File: src/rtl/gpp_control_unit.sv
// gpp_control_unit: instruction sequencer for the 16-bit GPP.
// Fetch/latch/decode/execute FSM with PC, return register, flags, retire count.
module gpp_control_unit #(
    parameter int PC_W  = 9,
    parameter int CNT_W = 16
) (
    input  logic             clk,
    input  logic             rst,
    output logic [PC_W-1:0]  imem_addr,
    input  logic [15:0]      imem_rdata,
    output logic [15:0]      line_data,
    input  logic [1:0]       instr_type,
    input  logic [5:0]       opcode,
    input  logic [1:0]       reg_x_or_y,
    input  logic [PC_W-1:0]  address_to_go,
    output logic             mem_req,
    output logic             mem_we,
    input  logic             mem_ready,
    output logic             alu_start,
    input  logic             alu_done,
    input  logic [3:0]       alu_flags,
    output logic             reg_x_we,
    output logic             reg_y_we,
    output logic [3:0]       flags,
    output logic [PC_W-1:0]  pc,
    output logic             halted,
    output logic [CNT_W-1:0] instr_count
);

    typedef enum logic [2:0] {
        S_FETCH,
        S_LATCH,
        S_DECODE,
        S_EXEC,
        S_MEM,
        S_ALU_WAIT,
        S_HALT
    } state_t;

    localparam logic [5:0] OP_STR  = 6'd2;
    localparam logic [5:0] OP_BRZ  = 6'd3;
    localparam logic [5:0] OP_BRN  = 6'd4;
    localparam logic [5:0] OP_BRC  = 6'd5;
    localparam logic [5:0] OP_BRV  = 6'd6;
    localparam logic [5:0] OP_BRA  = 6'd7;
    localparam logic [5:0] OP_CALL = 6'd8;
    localparam logic [5:0] OP_RET  = 6'd9;

    localparam logic [1:0] T_MEM = 2'b01;
    localparam logic [1:0] T_BR  = 2'b10;
    localparam logic [1:0] T_ALU = 2'b11;

    state_t            r_state;
    logic [PC_W-1:0]   r_ret;

    logic [PC_W-1:0]   w_pc_inc;
    logic [CNT_W-1:0]  w_cnt_inc;
    logic              w_taken;
    logic [PC_W-1:0]   w_br_pc;
    logic              w_sel_x;
    logic              w_sel_y;

    // Wrapping increments; pc rolls 511 -> 0 at the default width.
    assign w_pc_inc  = pc + {{(PC_W-1){1'b0}}, 1'b1};
    assign w_cnt_inc = instr_count + {{(CNT_W-1){1'b0}}, 1'b1};
    assign imem_addr = pc;

    // Only the 01/10 encodings name a register; 00/11 write nothing.
    assign w_sel_x = (reg_x_or_y == 2'b01);
    assign w_sel_y = (reg_x_or_y == 2'b10);

    // Branch condition from latched flags {Z,N,C,V}.
    always_comb begin
        w_taken = 1'b0;
        case (opcode)
            OP_BRZ:  w_taken = flags[3];
            OP_BRN:  w_taken = flags[2];
            OP_BRC:  w_taken = flags[1];
            OP_BRV:  w_taken = flags[0];
            OP_BRA:  w_taken = 1'b1;
            OP_CALL: w_taken = 1'b1;
            default: w_taken = 1'b0;
        endcase
    end

    // Next pc for a branch: RET uses the saved return address.
    always_comb begin
        w_br_pc = w_pc_inc;
        if (opcode == OP_RET) begin
            w_br_pc = r_ret;
        end else if (w_taken) begin
            w_br_pc = address_to_go;
        end
    end

    // Sequencing FSM with all outputs registered.
    always_ff @(posedge clk) begin
        if (rst) begin
            r_state     <= S_FETCH;
            r_ret       <= '0;
            pc          <= '0;
            line_data   <= '0;
            flags       <= '0;
            instr_count <= '0;
            mem_req     <= 1'b0;
            mem_we      <= 1'b0;
            alu_start   <= 1'b0;
            reg_x_we    <= 1'b0;
            reg_y_we    <= 1'b0;
            halted      <= 1'b0;
        end else begin
            alu_start <= 1'b0;
            reg_x_we  <= 1'b0;
            reg_y_we  <= 1'b0;
            case (r_state)
                S_FETCH: begin
                    r_state <= S_LATCH;
                end
                S_LATCH: begin
                    line_data <= imem_rdata;
                    if (imem_rdata[15:10] == 6'd0) begin
                        halted  <= 1'b1;
                        r_state <= S_HALT;
                    end else begin
                        r_state <= S_DECODE;
                    end
                end
                S_DECODE: begin
                    r_state <= S_EXEC;
                end
                S_EXEC: begin
                    case (instr_type)
                        T_MEM: begin
                            mem_req <= 1'b1;
                            mem_we  <= (opcode == OP_STR);
                            r_state <= S_MEM;
                        end
                        T_BR: begin
                            if (opcode == OP_CALL) begin
                                r_ret <= w_pc_inc;
                            end
                            pc          <= w_br_pc;
                            instr_count <= w_cnt_inc;
                            r_state     <= S_FETCH;
                        end
                        T_ALU: begin
                            alu_start <= 1'b1;
                            r_state   <= S_ALU_WAIT;
                        end
                        default: begin
                            pc          <= w_pc_inc;
                            instr_count <= w_cnt_inc;
                            r_state     <= S_FETCH;
                        end
                    endcase
                end
                S_MEM: begin
                    if (mem_ready) begin
                        mem_req <= 1'b0;
                        mem_we  <= 1'b0;
                        if (!mem_we) begin
                            reg_x_we <= w_sel_x;
                            reg_y_we <= w_sel_y;
                        end
                        pc          <= w_pc_inc;
                        instr_count <= w_cnt_inc;
                        r_state     <= S_FETCH;
                    end
                end
                S_ALU_WAIT: begin
                    if (alu_done) begin
                        flags       <= alu_flags;
                        reg_x_we    <= w_sel_x;
                        reg_y_we    <= w_sel_y;
                        pc          <= w_pc_inc;
                        instr_count <= w_cnt_inc;
                        r_state     <= S_FETCH;
                    end
                end
                S_HALT: begin
                    halted <= 1'b1;
                end
                default: begin
                    r_state <= S_FETCH;
                end
            endcase
        end
    end

endmodule

File: config.mk
export PLATFORM = sky130hd
export DESIGN_NAME = gpp_control_unit
export DESIGN_NICKNAME = d
export VERILOG_FILES = /design/src/rtl/gpp_control_unit.sv
export SDC_FILE = /design/constraint.sdc
export NUM_CORES = 1
export LEC_CHECK = 0
export CAP_MARGIN = 20
export CORE_UTILIZATION = 36
export DETAILED_ROUTE_END_ITERATION = 10
export GPL_ROUTABILITY_DRIVEN = 0
export HOLD_SLACK_MARGIN = 0.05
export PLACE_DENSITY = 0.63
export SETUP_SLACK_MARGIN = 0.2
export SLEW_MARGIN = 20
export SYNTH_ARGS = -nofsm -noshare
export SYNTH_HDL_FRONTEND = slang
export SYNTH_SLANG_ARGS = --single-unit
export TNS_END_PERCENT = 100
File: constraint.sdc
create_clock -name clk -period 4.2 [get_ports clk]
set_input_delay 0.84 -clock clk [delete_from_list [all_inputs] [get_ports clk]]
set_output_delay 0.84 -clock clk [all_outputs]
set_load 0.005 [all_outputs]
* Word level (Yosys, flattened, before mapping)
Index checks and enable logic that the tools add are counted.
** Cells by class
- Add/sub/neg operators :: 2
- Multiply operators :: 0
- Divide/modulo/power cells :: 0
- Magnitude comparators :: 0
- Equal/unequal tests :: 24
- Shifts and indexed selects :: 0
- Mux-type cells :: 32
- Bitwise logic cells :: 2
- Reduce and logical (&&, ||, !) cells :: 14
** Operators by type and width (number)
- 16-bit 2-to-1 mux :: 3
- 16-bit one-hot mux with 3 select lines :: 1
- 9-bit 2-to-1 mux :: 4
- 9-bit one-hot mux with 3 select lines :: 1
- 6-bit by 3-bit equality test with 1-bit output, second input constant :: 4
- 3-bit one-hot mux with 7 select lines :: 1
- 9-bit one-hot mux with 2 select lines :: 1
- 16-bit by 1-bit adder with 16-bit output, second input constant :: 1
- 6-bit by 2-bit equality test with 1-bit output, second input constant :: 2
- 6-bit by 4-bit equality test with 1-bit output, second input constant :: 2
- 1-bit 2-to-1 mux :: 11
- 1-bit one-hot mux with 2 select lines :: 5
- 9-bit by 1-bit adder with 9-bit output, second input constant :: 1
- 3-bit equality test, second input constant :: 3
- 3-bit 2-to-1 mux :: 3
- 3-bit AND reduction :: 3
- 2-bit != test, second input constant :: 4
- 2-bit equality test, second input constant :: 3
- 3-bit by 2-bit equality test with 1-bit output, second input constant :: 2
- 6-bit zero test :: 1
- 3-bit one-hot mux with 2 select lines :: 1
- 2-bit OR reduction :: 3
- 1-bit one-hot mux with 5 select lines :: 1
- 2-bit by 1-bit equality test with 1-bit output, second input constant :: 2
- 8 further kinds :: 11
** Word-level totals
- Register bits after elaboration :: 63
- Bits in latches :: 0
- Bits in writable memories :: 0
- ROM bits :: 0
- Logic and storage cells :: 86
- Memories kept :: 0

* Depth between registers and ports, before layout
Gate-level depths: netlist of the first run.
- Depth after elaboration :: 7
- Depth in mapped cells :: 8
- Mapped depth without buffers :: 6

* Least setup slack after synthesis of the first run
No wires, ideal clock.
- Path type :: input to register
- Start :: input port instr_type[0]
- End :: register pc[7], in the netlist imem_addr[7]
- Library setup time :: 140 ps
- Data arrival time :: 1864 ps
- Required time :: 4060 ps
- Slack :: 2196 ps
- Stages on the path :: 5
- Cell sequence :: nand2b_1 -> nor2_1 -> o311ai_2 -> a221oi_1 -> a221oi_1
** On the way
- Word-level cells in the longest chain between the ends :: 4
** RTL lines
- from (decl) :: line 12 : input logic [1:0] instr_type,
- 2-bit equality test or 2-bit by 1-bit equality test with 1-bit output (tied branches) :: line 132 : case (instr_type)
- 2-bit OR reduction (no line)
- 9-bit one-hot mux with 2 select lines or 2-bit != test (tied branches)
- 9-bit one-hot mux with 3 select lines or 4-bit AND reduction (tied branches)
- to (signal assigned) :: line 142 : pc <= w_br_pc;
- to (signal assigned) :: line 151 : pc <= w_pc_inc;
- to (signal assigned) :: line 165 : pc <= w_pc_inc;
- to (decl) :: line 25 : output logic [PC_W-1:0] pc,
Parallel ways exist; a longest one is shown, timed or not.
A chain may end at the register's enable or synchronous reset.

* Worst setup path after layout of the first run
- Start :: input port opcode[0]
- End :: register pc[7], in the netlist imem_addr[7]
** On the way
- Word-level cells in the longest chain between the ends :: 7
** RTL lines
- from (decl) :: line 13 : input logic [5:0] opcode,
- 6-bit by 4-bit equality test with 1-bit output or 6-bit by 3-bit equality test with 1-bit output (tied branches) :: line 75 : case (opcode)
- 2-bit OR reduction (no line)
- 1-bit one-hot mux with 5 select lines :: line 75
- 9-bit 2-to-1 mux :: line 91 : end else if (w_taken) begin
- 9-bit 2-to-1 mux * :: line 89 : if (opcode == OP_RET) begin
- 9-bit one-hot mux with 2 select lines * :: line 132
- 9-bit one-hot mux with 3 select lines * :: line 115 : case (r_state)
Every way passes the cells marked *; elsewhere a longest branch is shown, timed or not.

==> results of run 1 <==
## flip-flops by register name (all words and copies together) (netlist names)
signal       flops
line_data       16
alu_start        1
mem_req          1
flags            4
halted           1
reg_y_we         1
r_state          3
r_ret            9
imem_addr        9
mem_we           1
instr_count     16
reg_x_we         1
## where the power goes
| group | switching, mW | total (mW) | internal (mW) |
|---|---|---|---|
| Combinational | 0.0845 | 0.188 | 0.104 |
| Clock | 0.227 | 0.508 | 0.282 |
| Sequential | 0.0217 | 0.640 | 0.618 |
## cell type report
cell class                      instances  area, um2
Timing Repair Buffer                  106       1049
Fill cell                             794       3949
Inverter                                5      18.77
Clock inverter                          4      47.55
Sequential cell                        63       1261
Clock buffer                           10      137.6
Multi-Input combinational cell        258       1582
Tap cell                              105      131.4
## worst max-delay path by stage
stage | end | slack (ns) | from | cells past startpoint
after floorplan | imem_addr[7] | 2.20 | instr_type[0] | 5
after global placement | imem_addr[6] | 1.34 | opcode[0] | 6
after detailed placement | r_ret[6] | 1.27 | opcode[3] | 5
after CTS | r_ret[5] | 1.62 | opcode[3] | 5
after global routing | r_ret[7] | 1.49 | opcode[3] | 5
final | imem_addr[7] | 1.62 | opcode[0] | 6
## critical path, cell delays in order
cell,delay [ns]
clkdlybuf4s50_1,0.58
nor3b_1,0.33
nand2_1,0.15
nor3_2,0.43
a221oi_1,0.18
a221oi_1,0.29
## cells in the final DEF (no fill, tap or decap), drive strengths merged, types with 2 or more instances in the layout
cell           count
clkbuf            10
nand3             11
mux2i             12
xnor2             16
a31oi              4
nor2              47
ha                 2
inv                5
nand3b             3
nor2b              2
clkdlybuf4s50    101
nand4             12
o21ai              3
nor3b              7
dfxtp             63
o211ai             2
nand2             47
a21oi             30
buf                5
or3                4
xor2               4
nor3              10
a211o              2
a221oi             8
a211oi             9
nor4               6
nand2b             4
clkinv             2
and3               2
## per-layer routing
layer | wire, um | vias to the layer above | GRT usage | part of all wire
li1 | - | 1422 | - | -
met1 | 3471 | 1318 | 0.2286 | 0.47
met2 | 3304 | 80 | 0.2804 | 0.45
met3 | 559 | 8 | 0.06230 | 0.076
met4 | 60 | 0 | 0.04615 | 0.0081
met5 | 0 | - | 0 | 0
## per-stage QoR
| stage | cell area (um2) | util | hold slack, ns | cells |
|---|---|---|---|---|
| 4_1_cts | 4217 | 0.5158 | 0.4548 | 550 |
| 3_5_place_dp | 4031 | 0.4931 | 0.4453 | 536 |
| 5_1_grt | 4227 | 0.5170 | 0.4756 | 551 |
| 2_1_floorplan | 3027 | - | 0.4527 | 355 |
| 3_3_place_gp | 4031 | 0.4931 | 0.4428 | 536 |
| 6_report | 4227 | 0.5170 | 0.4521 | 551 |
## logic make-up after synthesis
logic type      count (synthesis)
mux                            12
flops                          63
xor+xnor                       20
simple gates                  161
buf+inv                        34
fa+ha+maj                       2
compound gates                 63
==> reports/qor.txt, run 1 <==
Outcome = complete, no violations
Via/cell ratio = 5.132
Post-synthesis area per instance = 8.526 um2
Max-cap viol count = 0
ANT cells = 0
Final min period = 2.579 ns
CTS buffer count = 9
Hold-fix buffers, CTS = 0
Cell count after synthesis = 355
Area share of the largest cell type after synthesis = 0.4167
Ys async rst share = 0
Core ar. = 0.008175 mm2
GRT Total Usage = 0.1773
Die Area = 0.008778 mm2
Synth Area in Adders = 0.008268
Fin. max-slew vios = 0
Overflow left after global routing = 0
Pre-CTS setup slack = 1.269 ns
Min-Delay Path Depth = 2
# IOs = 103
Xor and xnor fraction of the mapped netlist area = 0.05788
PostCTS Resize Cnt = 0
Worst-path clk slew = 0.07 ns
Global-route wire length before repair = 12.50 mm
Share of layout cells above drive strength 1 = 0.07623
Seq/Total Area, Yosys = 0.4167
Worst r2r src = r_state[1]
Largest net degree at the start of global routing = 63
Lkg Pwr = 1.513 nW
Least-Margin Pin Slew = 0.6899 ns
WP data required = 4.44 ns
Simple-gate area share of the yosys netlist = 0.2799
Final setup viols = 0
Final wirelength = 7.395 mm
CP arrival = 2.82 ns
Synth area leaders = dfxtp_1 42%, nor2_1 5.8%, nand2_1 5.7%, a21oi_1 5.0%, xnor2_1 4.6%
First-pass DRT Iterations = 4
Hold Startpoint = line_data[0]
CTS Sinks = 63
Crit Path Class = input port to register
Post-CTS Repair Setup Buffers = 0
Overall Power = 1.337 mW
Flops & latches, synth = 63
Worst Setup End Kind = register
Post-Route Setup TNS = 0 ns
Reg2Reg Capture Point = imem_addr[7]
Top-count cell post-synth = dfxtp_1
Final #Nets = 488
YS warnings = 0
Core Rows = 33
RSZ-0062 raised after global routing = false
Mapped Nets = 400
Compound-cell area share of the yosys netlist = 0.1368
Die Y = 93.69 um
Library cells used by synthesis = 47
Peak supply drop = 0.1873 mV
Area leader, netlist = dfxtp_1
Synth Flop Type = dfxtp_1
WHS Endpoint = line_data[0]
Mux cell area share after synthesis = 0.03969
CTS tree = done
Residual DRC = 0
H-tree Lvls = 3
Clk_lat worst skew = 0.33 ns
Top cells by count, synth = 63 x dfxtp_1, 47 x nor2_1, 46 x nand2_1, 30 x a21oi_1, 16 x xnor2_1
Clk buf depth = 2
Post-route ant nets = 0
Internal reg-to-reg setup slack = 2.22 ns
Startpoint types = input port
Main combinational cell family by area after synthesis = simple AND/OR/NAND/NOR gates
Area grow syn2layout = 39.64%
Pwr Density = 316.3 mW/mm2
Root Buffer = clkbuf_8
Final worst-path cycle share = 0.6140
Synth Cell Area = 0.003027 mm2
Worst setup margin = 1.621 ns
Initial antenna violation count = 0
Highest Clock Rate = 387.8 MHz
Detailed Place HPWL = 5.225 mm
Starting Density = 0.3702
Final hold vios = 0
Die width = 93.69 um
Routed length per instance = 13.42 um
Drt first-iter violations = 114
Worst Hold Class = register to register
Skew final = 0.01226 ns
PortBufs = 102
Relative slew slack = 0.5374
DR vias = 2828
R2R cell count = 5
Number of synthesized flops with an enable pin = 0
Vias in the first global route = 2703
Worst-path maximum fanout = 7
Power figures use the tool's default switching activity.
==> run 2: changes to the inputs <==
--- a/config.mk
+++ b/config.mk
@@ -10,7 +10,7 @@
 export DETAILED_ROUTE_END_ITERATION = 10
 export GPL_ROUTABILITY_DRIVEN = 0
 export HOLD_SLACK_MARGIN = 0.05
-export PLACE_DENSITY = 0.63
+export PLACE_DENSITY = 0.65
 export SETUP_SLACK_MARGIN = 0.2
 export SLEW_MARGIN = 20
 export SYNTH_ARGS = -nofsm -noshare
==> constraint.sdc (replaced) <==
create_clock -name clk -period 2.3 [get_ports clk]
set_input_delay 0.46 -clock clk [delete_from_list [all_inputs] [get_ports clk]]
set_output_delay 0.46 -clock clk [all_outputs]
set_load 0.005 [all_outputs]
==> run 2 against run 1 <==
Net effect: cell area rose by 4.1%; register-to-register slack worse by 1.8 ns; die area unchanged; sequential cell count is the same; count of clock-buffer cells in the layout rose by 1; first-iteration DRC count is 26% lower; sequential share of layout area decreased by 1.2 points.
==> reports/qor.txt, run 2 (synthesis gave the netlist of run 1 again) <==
Final worst-path cycle share = 0.8702
Highest Clock Rate = 499.6 MHz
CTS tree = done
Commonest non-fill, non-tap cell in the layout = clkdlybuf4s50_1
P_int = 1.887 mW (+88%)
Residual DRC = 0 (unchanged)
Core Rows = 33 (unchanged)
CP arrival = 2.20 ns (-0.62 ns)
Final hold vios = 0 (unchanged)
H-tree Lvls = 3 (unchanged)
Reg2Reg Capture Point = instr_count[12]
Root Buffer = clkbuf_8
CTS Sinks = 63 (unchanged)
Starting Density = 0.3702 (unchanged)
Combinational power share = 0.147 (+0.006)
Startpoint types = input port
Die width = 93.69 um (unchanged)
ANT cells = 0 (unchanged)
Least-Margin Pin Slew = 0.5549 ns (-0.1351 ns)
Die Area = 0.008778 mm2 (unchanged)
Max-cap viol count = 0 (unchanged)
Peak supply drop = 0.2746 mV (+47%)
Worst Hold Class = register to register
Clk network pwr share = 0.386 (+0.006)
Area grow syn2layout = 45.31%
PortBufs = 102 (unchanged)
Skew final = 0.008797 ns (-0.003466 ns)
Detailed Place HPWL = 5.426 mm (+3.9%)
Via/cell ratio = 5.053 (-1.6%)
Post-route ant nets = 0 (unchanged)
Worst-path clk slew = 0.07 ns (about the same)
Routed length per instance = 13.18 um (-1.8%)
Min-Delay Path Depth = 2 (unchanged)
Worst-path maximum fanout = 7 (unchanged)
Switching power of the nets = 0.6166 mW (+85%)
Switching Share = 0.2463 (-0.002655)
Die Y = 93.69 um (unchanged)
Grt met2 use = 0.2828 (+0.002433)
Vias in the first global route = 2720 (+0.63%)
Fin. max-slew vios = 0 (unchanged)
First-pass DRT Iterations = 5 (+1)
Initial antenna violation count = 0 (unchanged)
Clk_lat worst skew = 0.33 ns (about the same)
Crit Path Class = input port to register
Share of layout cells above drive strength 1 = 0.1161 (+0.03990)
Critical Path, Cell by Cell = clkdlybuf4s50_1, a21oi_1, nor4_2, o311ai_2, buf_4, a221oi_1, a221oi_1
Filler cells = 798 (+0.50%)
Worst r2r src = r_state[1]
Clk buf depth = 2 (unchanged)
Drt first-iter violations = 84 (-26%)
DR vias = 2880 (+1.8%)
Largest regs = instr_count (16), line_data (16)
R2R cell count = 6 (+1)
Crit path max-delay cell type = clkdlybuf4s50_1
Lkg Pwr = 1.619 nW (+7.0%)
GRT busiest layer = met2
Hold-fix buffers, CTS = 0 (unchanged)
Worst Setup End Kind = register
Core Util, Final = 0.5380 (+0.02097)
WP data required = 2.50 ns (-1.94 ns)
Relative slew slack = 0.6301 (+0.09268)
RSZ-0062 raised after global routing = true
Crit path launch = opcode[0]
Final setup viols = 0 (unchanged)
Pwr Density = 569.3 mW/mm2 (+80%)
Global-route wire length before repair = 12.27 mm (-1.9%)
Met1 Use GR = 0.2202 (-0.008394)
Largest net degree at the start of global routing = 27 (-57%)
GRT Total Usage = 0.1749 (-0.002377)
Outcome = complete, no violations
Overflow left after global routing = 0 (unchanged)
CTS buffer count = 9 (unchanged)
Core ar. = 0.008175 mm2 (unchanged)
Most frequent cells in the layout = 101 x clkdlybuf4s50_1, 63 x dfxtp_1, 47 x nor2_1, 46 x nand2_1, 30 x a21oi_1
Final #Nets = 506 (+3.7%)
Cell mode on critical path = a221oi_1
Final min period = 2.001 ns
Slowest stage delay, CP = 0.52 ns (-0.06 ns)
Grt met3 use = 0.05178 (-0.01052)
Post-Route Setup TNS = 0 ns (unchanged)
# IOs = 103 (unchanged)
Final wirelength = 7.512 mm (+1.6%)
Internal reg-to-reg setup slack = 0.47 ns (-1.75 ns)
Worst setup path endpoint = imem_addr[7]
Sequential share of power = 0.467 (-0.012)
==> run 2: cell count changes in the layout (fill, tap and decap cells not counted), sizes merged <==
cell / delta
buf: +18
clkbuf: +1
clkinv: +1
clkinvlp: -1
==> run 2: worst min-delay path by stage <==
stage	startpoint	to	slack [ns]
2_1_floorplan	line_data[0]	line_data[0]	0.45
3_3_place_gp	line_data[14]	line_data[14]	0.44
3_5_place_dp	line_data[14]	line_data[14]	0.45
4_1_cts	line_data[3]	line_data[3]	0.46
5_1_grt	line_data[8]	line_data[8]	0.48
6_report	line_data[3]	line_data[3]	0.46
==> run 2: through the flow <==
step           std cells  power, mW  worst slack (ns)  hold slack (ns)  area, um2
3_5_place_dp         555      1.562          -0.03661           0.4487       4199
2_1_floorplan        355      1.354            0.6304           0.4527       3027
6_report             570      2.504            0.2986           0.4573       4398
4_1_cts              570      2.532            0.3125           0.4596       4395
3_3_place_gp         555      1.559           0.01839           0.4423       4199
5_1_grt              570      2.615            0.1865           0.4804       4398
==> run 2: power groups by stage <==
stage	Sequential, mW	Combinational [mW]	Clock (mW)
CTS	1.17	0.372	0.992
detailed placement	1.19	0.370	0
floorplan	1.18	0.172	0
global placement	1.19	0.367	0
finish	1.17	0.369	0.966
global route	1.17	0.407	1.03
==> run 2: worst max-delay path, delay by kind of cell <==
| family | cells | cell delay [ns] |
|---|---|---|
| buf+inv | 2 | 0.70 |
| compound gates | 4 | 0.65 |
| simple gates | 1 | 0.39 |
==> run 2: cell type report <==
cell class | instances | area (um2) | area share
Clock buffer | 11 | 151.4 | 0.03442
Clock inverter | 4 | 45.04 | 0.01024
Tap cell | 105 | 131.4 | 0.02987
Inverter | 5 | 18.77 | 0.004267
Multi-Input combinational cell | 258 | 1584 | 0.3602
Sequential cell | 63 | 1261 | 0.2868
Timing Repair Buffer | 124 | 1206 | 0.2743
==> run 2: what timing repair did <==
item / in CTS / in global routing
setup endpoints to repair: 0 / 2
gates resized for setup: 0 / 1
setup buffers: 0 / 0
==> run 2: metal layers <==
| layer | vias up | wire, um |
|---|---|---|
| met5 | - | 0 |
| met2 | 104 | 3499 |
| met3 | 8 | 601 |
| met1 | 1310 | 3344 |
| li1 | 1458 | - |
| met4 | 0 | 67 |
